File: src/rtl/uart_pkg.sv
// Shared UART definitions: byte width, default FIFO depth and the byte type.
// Used by the receiver, the receive FIFO and the transmit path.
package uart_pkg;

  localparam int UART_DATA_W     = 8;
  localparam int UART_FIFO_DEPTH = 16;

  typedef logic [UART_DATA_W-1:0] uart_byte_t;

endpackage

File: src/rtl/uart_rx_fifo_if.sv
// Byte-stream bundle between the UART receiver, the receive FIFO and its consumer.
// level/almost_full exist only when UART_RX_FIFO_LEVEL_EN is defined.
interface uart_rx_fifo_if #(
  parameter int DEPTH = 16,
  parameter int WIDTH = 8
);

  localparam int LW = $clog2(DEPTH) + 1;

  logic [WIDTH-1:0] in_data;
  logic             in_valid;
  logic [WIDTH-1:0] out_data;
  logic             out_valid;
  logic             out_ready;
  logic             full;
  logic             overflow;
  logic             overflow_clr;
`ifdef UART_RX_FIFO_LEVEL_EN
  logic [LW-1:0]    level;
  logic             almost_full;
`endif

  // master is the FIFO itself; slave is the receiver/consumer side
  modport master (
    input  in_data, in_valid, out_ready, overflow_clr,
`ifdef UART_RX_FIFO_LEVEL_EN
    output level, almost_full,
`endif
    output out_data, out_valid, full, overflow
  );

  modport slave (
    output in_data, in_valid, out_ready, overflow_clr,
`ifdef UART_RX_FIFO_LEVEL_EN
    input  level, almost_full,
`endif
    input  out_data, out_valid, full, overflow
  );

endinterface

File: src/rtl/uart_fifo_mem.sv
// DEPTH x WIDTH storage: one synchronous write port, one asynchronous read port.
// Write lands on the clock edge; read is combinational. No flow control here.
// Contents are not reset; the pointer owner decides what is valid.
module uart_fifo_mem #(
  parameter int DEPTH = 16,
  parameter int WIDTH = 8
) (
  input  logic                     clk,
  input  logic                     wr_en,
  input  logic [$clog2(DEPTH)-1:0] wr_addr,
  input  logic [WIDTH-1:0]         wr_data,
  input  logic [$clog2(DEPTH)-1:0] rd_addr,
  output logic [WIDTH-1:0]         rd_data
);

  logic [WIDTH-1:0] mem [DEPTH];

  always_ff @(posedge clk) begin
    if (wr_en) begin
      mem[wr_addr] <= wr_data;
    end
  end

  assign rd_data = mem[rd_addr];

endmodule

File: src/rtl/uart_rx_fifo.sv
// Receive byte FIFO (first-word-fall-through) behind the UART receiver; optional level via UART_RX_FIFO_LEVEL_EN.
// Latency: a push is visible on out_data/out_valid one cycle later; one push and one pop per cycle sustained.
// Backpressure: out_ready stalls the head; the receiver cannot be stalled, so a byte arriving while full is dropped and sets sticky overflow.
module uart_rx_fifo
  import uart_pkg::*;
#(
  parameter int DEPTH = UART_FIFO_DEPTH,
  parameter int WIDTH = UART_DATA_W
`ifdef UART_RX_FIFO_LEVEL_EN
  ,
  parameter int AFULL_THRESH = 12
`endif
) (
  input  logic          clk,
  input  logic          rst_n,
  uart_rx_fifo_if.master bus
);

  localparam int AW = $clog2(DEPTH);
  localparam int PW = AW + 1;

  logic [PW-1:0] wr_ptr;
  logic [PW-1:0] rd_ptr;
  logic          overflow_q;
  logic          empty;
  logic          full;
  logic          push;
  logic          pop;
  logic          drop;

  // Extra pointer MSB separates full (laps differ) from empty (laps equal)
  assign empty = (wr_ptr == rd_ptr);
  assign full  = (wr_ptr[PW-1] != rd_ptr[PW-1]) &&
                 (wr_ptr[AW-1:0] == rd_ptr[AW-1:0]);

  // A pop frees a slot this cycle, so a full FIFO may still accept a push
  assign pop  = !empty && bus.out_ready;
  assign push = bus.in_valid && (!full || pop);
  assign drop = bus.in_valid && full && !pop;

  always_ff @(posedge clk or negedge rst_n) begin
    if (!rst_n) begin
      wr_ptr <= '0;
      rd_ptr <= '0;
    end else begin
      if (push) begin
        wr_ptr <= wr_ptr + PW'(1);
      end
      if (pop) begin
        rd_ptr <= rd_ptr + PW'(1);
      end
    end
  end

  // A drop in the same cycle as a clear must leave the flag set
  always_ff @(posedge clk or negedge rst_n) begin
    if (!rst_n) begin
      overflow_q <= 1'b0;
    end else if (drop) begin
      overflow_q <= 1'b1;
    end else if (bus.overflow_clr) begin
      overflow_q <= 1'b0;
    end
  end

  uart_fifo_mem #(
    .DEPTH (DEPTH),
    .WIDTH (WIDTH)
  ) u_mem (
    .clk     (clk),
    .wr_en   (push),
    .wr_addr (wr_ptr[AW-1:0]),
    .wr_data (bus.in_data),
    .rd_addr (rd_ptr[AW-1:0]),
    .rd_data (bus.out_data)
  );

  assign bus.out_valid = !empty;
  assign bus.full      = full;
  assign bus.overflow  = overflow_q;

`ifdef UART_RX_FIFO_LEVEL_EN
  localparam logic [PW-1:0] AFULL_LVL = PW'(AFULL_THRESH);

  logic [PW-1:0] level;

  // Modulo-2*DEPTH difference gives 0..DEPTH with no wrap compare
  assign level           = wr_ptr - rd_ptr;
  assign bus.level       = level;
  assign bus.almost_full = (level >= AFULL_LVL);
`endif

endmodule

File: src/flat_wrapper.sv
// flat-port wrapper written by rule: the top's interface ports become plain ports
module uart_rx_fifo_flat import uart_pkg::*;
#(
  parameter int DEPTH = UART_FIFO_DEPTH,
  parameter int WIDTH = UART_DATA_W

)
  (clk, rst_n, bus_in_data, bus_in_valid, bus_out_ready, bus_overflow_clr, bus_out_data, bus_out_valid, bus_full, bus_overflow);
  uart_rx_fifo_if #(.DEPTH(DEPTH), .WIDTH(WIDTH)) bus_i ();
  input  logic clk;
  input  logic rst_n;
  input wire logic [$bits(bus_i.in_data)-1:0] bus_in_data;
  input wire logic [$bits(bus_i.in_valid)-1:0] bus_in_valid;
  input wire logic [$bits(bus_i.out_ready)-1:0] bus_out_ready;
  input wire logic [$bits(bus_i.overflow_clr)-1:0] bus_overflow_clr;
  output wire logic [$bits(bus_i.out_data)-1:0] bus_out_data;
  output wire logic [$bits(bus_i.out_valid)-1:0] bus_out_valid;
  output wire logic [$bits(bus_i.full)-1:0] bus_full;
  output wire logic [$bits(bus_i.overflow)-1:0] bus_overflow;
  assign bus_i.in_data = bus_in_data;
  assign bus_i.in_valid = bus_in_valid;
  assign bus_i.out_ready = bus_out_ready;
  assign bus_i.overflow_clr = bus_overflow_clr;
  assign bus_out_data = bus_i.out_data;
  assign bus_out_valid = bus_i.out_valid;
  assign bus_full = bus_i.full;
  assign bus_overflow = bus_i.overflow;
  uart_rx_fifo #(.DEPTH(DEPTH), .WIDTH(WIDTH)) u_core (.clk(clk), .rst_n(rst_n), .bus(bus_i));
endmodule
File: config.mk
export PLATFORM = sky130hd
export DESIGN_NAME = uart_rx_fifo_flat
export DESIGN_NICKNAME = d
export VERILOG_FILES = /design/src/rtl/uart_pkg.sv /design/src/rtl/uart_rx_fifo_if.sv /design/src/rtl/uart_fifo_mem.sv /design/src/rtl/uart_rx_fifo.sv /design/src/flat_wrapper.sv
export SDC_FILE = /design/constraint.sdc
export NUM_CORES = 1
export LEC_CHECK = 0
export ABC_CLOCK_PERIOD_IN_PS = 2200
export BUFFER_PORTS_ARGS = -buffer_cell sky130_fd_sc_hd__buf_2
export CAP_MARGIN = 15
export CORE_ASPECT_RATIO = 1.2
export CORE_UTILIZATION = 53
export DETAILED_ROUTE_END_ITERATION = 16
export GPL_TIMING_DRIVEN = 0
export PLACE_DENSITY_LB_ADDON = 0.25
export SLEW_MARGIN = 15
export SYNTH_ARGS = -nofsm -noshare
export SYNTH_HDL_FRONTEND = slang
export SYNTH_SLANG_ARGS = --single-unit
export TNS_END_PERCENT = 5
File: constraint.sdc
create_clock -name clk -period 2.2 [get_ports clk]
set_input_delay 0.22 -clock clk [delete_from_list [all_inputs] [get_ports clk]]
set_output_delay 0.22 -clock clk [all_outputs]
set_load 0.01 [all_outputs]
==> results.txt, run 1 <==
The flow ran to the end, but the final reports show violations. The checks that failed: negative setup slack. The area of the die came out at between 0.01 and 0.015 mm^2.

The slack of the critical path came out at -0.132 ns. The total number of cells along the worst setup path came out at 6. The family with the most delay on the worst path is multiplexers. The period utilization is 106%.

The clock net in this run drives a total of around 140 sinks. In this run the number of H-tree levels came out at 4. The instance area at placement came out at between 0.005 and 0.006 mm^2.

The number of warning messages in the yosys log came out at 0. The number of register bits inferred by synthesis is between 100 and 150. The worst-case clock buffer depth is 2. The worst hold path class is in -> reg. The first-pass GRT wire length came out at about 17,000 um.

The post-DP HPWL came out at 6780 um. The endpoint of the most critical register-to-register path is u_core.u_mem.mem[7][5]. The layout net count came out at approximately 350. The total CTS buffers came out at 17. The count of nets left with antenna violations after detail routing is 0.

The overall die height came out at 115 um. In this run the worst path has a maximum fanout of 5. The TritonCTS clock tree is yes. Walking the worst path, the cells encountered are buf_12 -> buf_12 -> mux4_2 -> a22oi_2 -> nand2_1 -> buf_2. The global router's overall resource usage came out at roughly 22%. By instance count, the cell type seen most on the critical path is buf_12. The via count is approximately 2,800.

Across the VDD grid, the largest voltage drop is a little under 0.9 mV. The number of setup violations in the final report came out at 8. The critical path ends at bus_out_data[0]. The post-detailed-routing wire length is approximately 12,000 um. The total overflow reported by the global router came out at 0. The share of the Yosys chip area taken by registers is ~72%. The worst register-to-register path has a depth of 6. The largest net degree at the start of global routing came out at 17. On the critical path, the stage with the largest delay is an instance of mux4_2. The post-synth net total came out at between 200 and 300.

The measured slew at the worst slew-check pin is 0.663 ns. The maximum cell stage delay along the critical path is approximately 0.52 ns. The source of the critical timing path is u_core.rd_ptr[1]. In this run the power density over the cells is between 1000 and 1500 mW/mm^2.

The number of core rows came out at between 40 and 50. Setup slack on the worst reg-to-reg path comes out at 0.04 ns. Static timing analysis puts the maximum clock frequency at 429 MHz. Pin placement for this block handled 24 I/O pins. The final-report max-slew violation count is 0.

Counting both buffers and inverters, the worst setup path holds a total of 3. After detailed placement, the design holds a cell count of between 400 and 500. The routed length per instance is between 20 and 25 um. The worst hold path cell count came out at 3. The tool flagged a number of max-cap violations equal to 0. The clock latency of the later-clocked register in the worst-skew pair came out at between 0.4 and 0.5 ns.

In this run, the number of DRC markers left after iteration 0 of detailed routing was 154. For this design the static power due to leakage is roughly 0.0024 uW. Clock-pin slew was measured on the worst setup and hold paths at 0.06 ns. The sort of element at the end of the critical path is an output pin. Setup repair after global routing could not meet its margin everywhere. In the synthesized netlist the dominant register cell turns out to be edfxtp_1. The worst-case headroom to the max-slew limit came out at between 50% and 60%. The final hold violation count is 0.

For the worst setup path, the data required time is a little under 2 ns. The synthesized instance count came out at around 280. For the final database, setup skew stands at about 0.0077 ns.

The post-synthesis average cell area came out at just over 20 um^2. The worst setup path is launched from a flop. Measured along the x axis, the die boundary spans a little under 100 um. The number of flops mapped to enable cells by yosys is between 100 and 150. The number of global-route vias before repair came out at between 2,000 and 3,000. The area of the mapped netlist came out at about 0.0057 mm^2.

The residual DRC count came out at 0. After synthesis, the netlist uses 36 different library cells. The startpoint identified for the worst register-to-register timing path is u_core.rd_ptr[1].

The first detailed-routing pass ran for 4 iterations. The fraction of layout instances using a drive strength above 1 came out at a little over two fifths. The final cell count without fillers came out at around 470. The core area came out at roughly 0.010 mm^2. After filler insertion, the fill cell instance count of the layout stands at 691. The count of buffers added on input and output ports is 23. The data arrival time of the critical path is roughly 2.1 ns. The proportion of register bits with asynchronous set or reset after synthesis is under 10%. The initial core utilization is between 50 and 60%.

The initial antenna violation count is 0. After detailed routing, the number of vias per cell comes to around 6. The routability congestion estimate is 0.790. The cell area after layout came out at between 0.006 and 0.007 mm^2.

In this run the clock root is driven by a clkbuf_16. The number of antenna diodes in the final layout is 0. In this run the most critical hold path is launched from bus_overflow_clr. The routed design could run at a clock period as short as around 2.3 ns. The area overhead of the layout relative to synthesis came out at 22.6%. The path type of the worst setup path is reg -> out.
[synth_stat cells (all sizes together) (2+ instances only)]
cell	n	share of area (%)
edfxtp	128	68
mux4	32	13
a22oi	16	2.1
and3	13	1.4
buf	13	1.7
nand2	12	0.97
xnor2	12	3.1
dfrtp	11	4.8
ha	5	1.1
inv	5	0.33
nor2	4	0.31
nor2b	4	0.44
nand4	3	0.59
nor3	3	0.26
and2	2	0.22
clkbuf	2	0.13
nand3	2	0.18
[logic make-up (layout without fill, tap and decap cells)]
| group | count (synthesis) | count (layout) | share of synthesized area [%] |
|---|---|---|---|
| buffers and inverters | 20 | 84 | 2.18 |
| xor gates and xnor gates | 12 | 12 | 3.10 |
| AOI/OAI and AO/OA | 21 | 21 | 3.30 |
| adders and majority gates | 5 | 5 | 1.10 |
| muxes | 33 | 33 | 13.1 |
| DFF | 139 | 139 | 72.4 |
| and+or+nand+nor | 46 | 46 | 4.86 |
[cell usage in the layout (no fill, tap or decap), types with 4 or more instances in the layout]
cell	netlist	final
buf_4	1	6
mux4_2	30	30
inv_1	5	5
a22oi_2	0	13
ha_1	5	5
buf_2	6	26
edfxtp_1	128	128
dfrtp_1	11	10
and3_4	0	7
xnor2_1	7	6
nand2_1	10	9
buf_12	0	4
bufinv_16	0	6
clkbuf_16	0	20
[timing repair]
item,in CTS,in global routing
endpoints found under the hold margin,11,0
hold buffers,1,0
buffers inserted,5,0
gates resized for setup,29,23
setup endpoints to repair,88,73
pin swaps,7,11
cloned,1,3
[state kept, by name (all words and copies together) (netlist names)]
signal,flops
u_core.rd_ptr,5
u_core.wr_ptr,5
u_core.u_mem.mem,128
u_core.bus.overflow,1
[cell type report]
cell class	instances	area, um^2	area share, %
well taps	129	161	2.31
clock buffers	20	447	6.40
clock inverters	12	219	3.14
plain buffers	14	146	2.10
repair buffers	33	272	3.89
inverters	5	18.8	0.269
flip-flops and latches	139	4120	59.1
multi-input cells	117	1590	22.8
[worst min-delay path: cells and delay by family]
| family | cells | cell delay, ns |
|---|---|---|
| buffers and inverters | 2 | 0.14 |
| AO/OA/AOI/OAI | 1 | 0.11 |
[how the worst min path moves through the flow]
stage                           to  slack [ns]
6_report       u_core.bus.overflow         0.1
5_1_grt        u_core.bus.overflow        0.11
4_1_cts        u_core.bus.overflow        0.09
3_5_place_dp      u_core.wr_ptr[3]        0.11
3_3_place_gp      u_core.wr_ptr[3]        0.11
2_1_floorplan  u_core.bus.overflow       -0.08
[power breakdown]
group	switching (uW)	total (uW)	internal, uW
Sequential	165	3400	3240
Clock	1010	3160	2150
Combinational	1820	3630	1800
[stage by stage]
step / utilization [%] / total power, uW / hold WS [ns] / TNS (ns) / setup slack [ns]
floorplan: - / 5570 / -0.0756 / 0 / 0.0340
global route: 66.7 / 10600 / 0.105 / -1.54 / -0.178
CTS: 65.2 / 9900 / 0.0850 / -0.910 / -0.144
detailed placement: 57.1 / 6390 / 0.115 / -4.25 / -0.130
global placement: 57.0 / 6320 / 0.108 / -9.08 / -0.608
finish: 66.7 / 10200 / 0.0951 / -0.687 / -0.132
[layer usage]
| metal | vias up | part of all wire [%] | wire (um) | global-route usage [%] |
|---|---|---|---|---|
| met3 | 13 | 5.3 | 615 | 6.23 |
| li1 | 1230 | - | - | - |
| met1 | 1473 | 38 | 4400 | 28.0 |
| met2 | 93 | 55 | 6320 | 37.3 |
| met4 | 0 | 1.6 | 181 | 7.84 |
| met5 | - | 0 | 0 | 0 |
Power figures use the tool's default switching activity.
==> inputs of run 2 (changes only) <==
BUFFER_PORTS_ARGS = not set   (was -buffer_cell sky130_fd_sc_hd__buf_2)
DONT_BUFFER_PORTS = 1   (was not set)
==> run 2 against run 1 <==
Core utilization decreased by 2.7 points. Maximum frequency increased by 6.5%. The flow now finishes without violations. First-iteration DRC count increased by 1.3%. Global-route usage decreased by 0.70 points. Clock-buffer cell count increased by 9.
==> results.txt, run 2 (synthesis gave the netlist of run 1 again) <==
The flip-flop count of the largest register after layout is 128 (unchanged). The clock latency of the later-clocked register in the worst-skew pair is 0.41 ns (about the same). The worst-case clock skew came out at 0.00561 ns (-0.00207 ns).

The fraction of the core area covered by cells at the end of the flow came out at 63.9% (-2.7 points). The instance area at placement came out at 0.00586 mm^2 (-1.9%). The max-cap violation count came out at 0 (unchanged). STA classifies the critical path startpoint as a flop.

The initial antenna violation count is 0 (unchanged). The number of input and output port buffers inserted was 0 (-100%). The core area came out at 0.0105 mm^2 (unchanged).

The worst-case clock buffer depth came out at 2 (unchanged). The power after layout came out at 9100 uW (-11%). The via count was 2,642 (-5.9%).

The static power due to leakage came out at 0.00227 uW (-6.5%). In this run the most used layer during global routing was met2. The post-detailed-routing wire length came out at 10,800 um (-6.0%). The largest registers in the layout are u_core.u_mem.mem x128, u_core.rd_ptr x5, u_core.wr_ptr x5.

The number of core rows came out at 41 (unchanged). The worst path required time is 1.98 ns (about the same). Setup repair after global routing could not meet its margin everywhere.

The routing usage on met2 came out at 36.2% (-1.1 points). The achievable frequency came out at 457 MHz (+6.5%). The placed cell count came out at 405 (-5.4%). The layout net count came out at 327 (-5.2%). The accumulated negative setup slack is 0 ns (+0.687 ns). The sort of element at the end of the critical path is an output pin. The count of nets left with antenna violations after detail routing came out at 0 (unchanged). The most common cell after layout, fill and taps aside is edfxtp_1. The total overflow reported by the global router came out at 0 (unchanged).

In this run the critical register-to-register path is launched from u_core.rd_ptr[1]. The final hold violation count is 0 (unchanged). The fraction of layout instances using a drive strength above 1 came out at 36.3% (-7.2 points). The shortest period the worst path allows came out at 2.19 ns (-0.142 ns). In the layout the commonest cells are 128 x edfxtp_1, 31 x mux4_2, 17 x clkbuf_16.

The width of the die came out at 96.6 um (unchanged). The met1 usage came out at 26.6% (-1.4 points). The final-report max-slew violation count is 0 (unchanged). The met3 usage is 6.89% (+0.66 points). The worst-case headroom to the max-slew limit is 59.2% (+3.4 points). The worst supply voltage drop on vdd came out at 0.786 mV (-9.0%). The critical path is of the reg -> out type. The number of DRC markers in iteration 0 came to 156 (+1.3%). The data arrival time of the critical path came out at 1.97 ns (-0.14 ns). The routability congestion estimate came out at 0.766 (-3.0%). The worst hold path cell count came out at 2 (-1). The largest net degree at the start of global routing came out at 17 (unchanged).

The initial core utilization was 54.4% (unchanged). The post-DP HPWL is 6630 um (-2.2%). The first-pass GRT wire length came out at 15,900 um (-3.8%). The count of pins on the block boundary is 24 (unchanged). The count of antenna diodes in the layout is 0 (unchanged). The final cell count without fillers came out at 451 (-3.8%). TritonCTS built the clock tree.

The worst hold path class is in -> reg. The total CTS buffers came out at 17 (unchanged). The clock transition at the registers of the reported paths came out at 0.05 ns (about the same).

The first-pass detailed-route iteration total was 4 (unchanged). The clock root buffer is clkbuf_16. The area of the die is 0.0112 mm^2 (unchanged). The number of global-route vias before repair came out at 2,777 (-2.7%). The sink count of the clock tree came out at 139 (unchanged).

The period utilization came out at 99.5% (-6.4 points). The areal power density over the cells came to 1360 mW/mm^2 (-6.9%). The number of cells traversed by the worst register-to-register path came out at 7 (+1). The overall die height came to 115 um (unchanged).

The global router's overall resource usage came to 21.6% (-0.70 points). More flip-flops sit in one register than any other, and that register is u_core.u_mem.mem. The routed length per instance is 24.0 um (-2.2%). The startpoint identified for the worst hold timing path is bus_in_valid.

The measured slew at the worst slew-check pin is 0.610 ns (-0.0530 ns). The average vias per placed instance was 5.86 (-2.2%). The number of H-tree branching levels is 4 (unchanged). The number of setup violations in the final report is 0 (-8). The worst-case register-to-register setup slack came out at 0.08 ns (+0.04 ns).

The worst hold path terminates at u_core.wr_ptr[2]. The cell area after layout is 0.00669 mm^2 (-4.1%). The flow ran to the end, and the final reports show no timing, DRC or antenna violations.

The largest fanout on the critical path is 10 (+5). The residual DRC count is 0 (unchanged). Compared with the post-synthesis result, the final layout area differs by 17.6%. The endpoint of the most critical register-to-register path is u_core.u_mem.mem[12][5].
[run 2: cell types whose count changed in the layout (fill, tap and decap cells not counted), sizes merged]
| cell | previous run | this run |
|---|---|---|
| buf | 40 | 15 |
| dlygate4sd3 | 1 | 12 |
| bufinv | 6 | 0 |
| clkbuf | 26 | 31 |
| clkinvlp | 2 | 0 |
| clkinv | 4 | 3 |
[run 2: through the flow]
step	worst slack (ns)	hold WS, ns
finish	0.0103	0.0703
global route	-0.0564	0.0590
CTS	-0.0198	0.0423
detailed placement	-0.0799	-0.0753
global placement	-0.550	-0.0753
floorplan	0.0340	-0.0756
[run 2: worst max-delay path by stage]
stage                                 from  cells past startpoint                       to
after floorplan           u_core.rd_ptr[4]                      3  u_core.u_mem.mem[11][0]
after global placement    u_core.rd_ptr[4]                      3  u_core.u_mem.mem[11][5]
after detailed placement  u_core.rd_ptr[4]                      3  u_core.u_mem.mem[11][5]
after CTS                 u_core.rd_ptr[1]                      5          bus_out_data[1]
after global routing      u_core.rd_ptr[1]                      5          bus_out_data[7]
final                     u_core.rd_ptr[1]                      5          bus_out_data[7]
[run 2: metal layers]
| metal | vias to the layer above | part of all wire, % |
|---|---|---|
| li1 | 1195 | - |
| met1 | 1365 | 41 |
| met2 | 68 | 53 |
| met3 | 14 | 4.8 |
| met4 | 0 | 1.4 |
| met5 | - | 0 |
[run 2: worst max-delay path, cell delays in order, from the launching register on]
cell and delay, ns:
dfrtp_1 0.39, buf_12 0.14, buf_12 0.15, mux4_2 0.51
a22oi_2 0.25, nand2_2 0.12
[run 2: cell type report]
cell class              instances  area (um^2)
repair buffers                 16          150
well taps                     129          161
fillers                       732         3770
inverters                       5         18.8
flip-flops and latches        139         4120
multi-input cells             117         1570
clock inverters                 3         13.8
clock buffers                  29          510
plain buffers                  13          145
[run 2: power by group]
part | internal, uW | switching (uW) | leakage, uW
logic | 1500 | 1710 | 0.000728
registers | 3240 | 159 | 0.00129
clock network | 1550 | 942 | 0.000257
[run 2: timing repair]
| item | in CTS | in global routing |
|---|---|---|
| pin swaps | 5 | 7 |
| endpoints found under the setup margin | 71 | 64 |
| setup buffers | 3 | 1 |
| hold buffers | 12 | 0 |
| hold endpoints to repair | 143 | 0 |
| gates resized for setup | 26 | 21 |
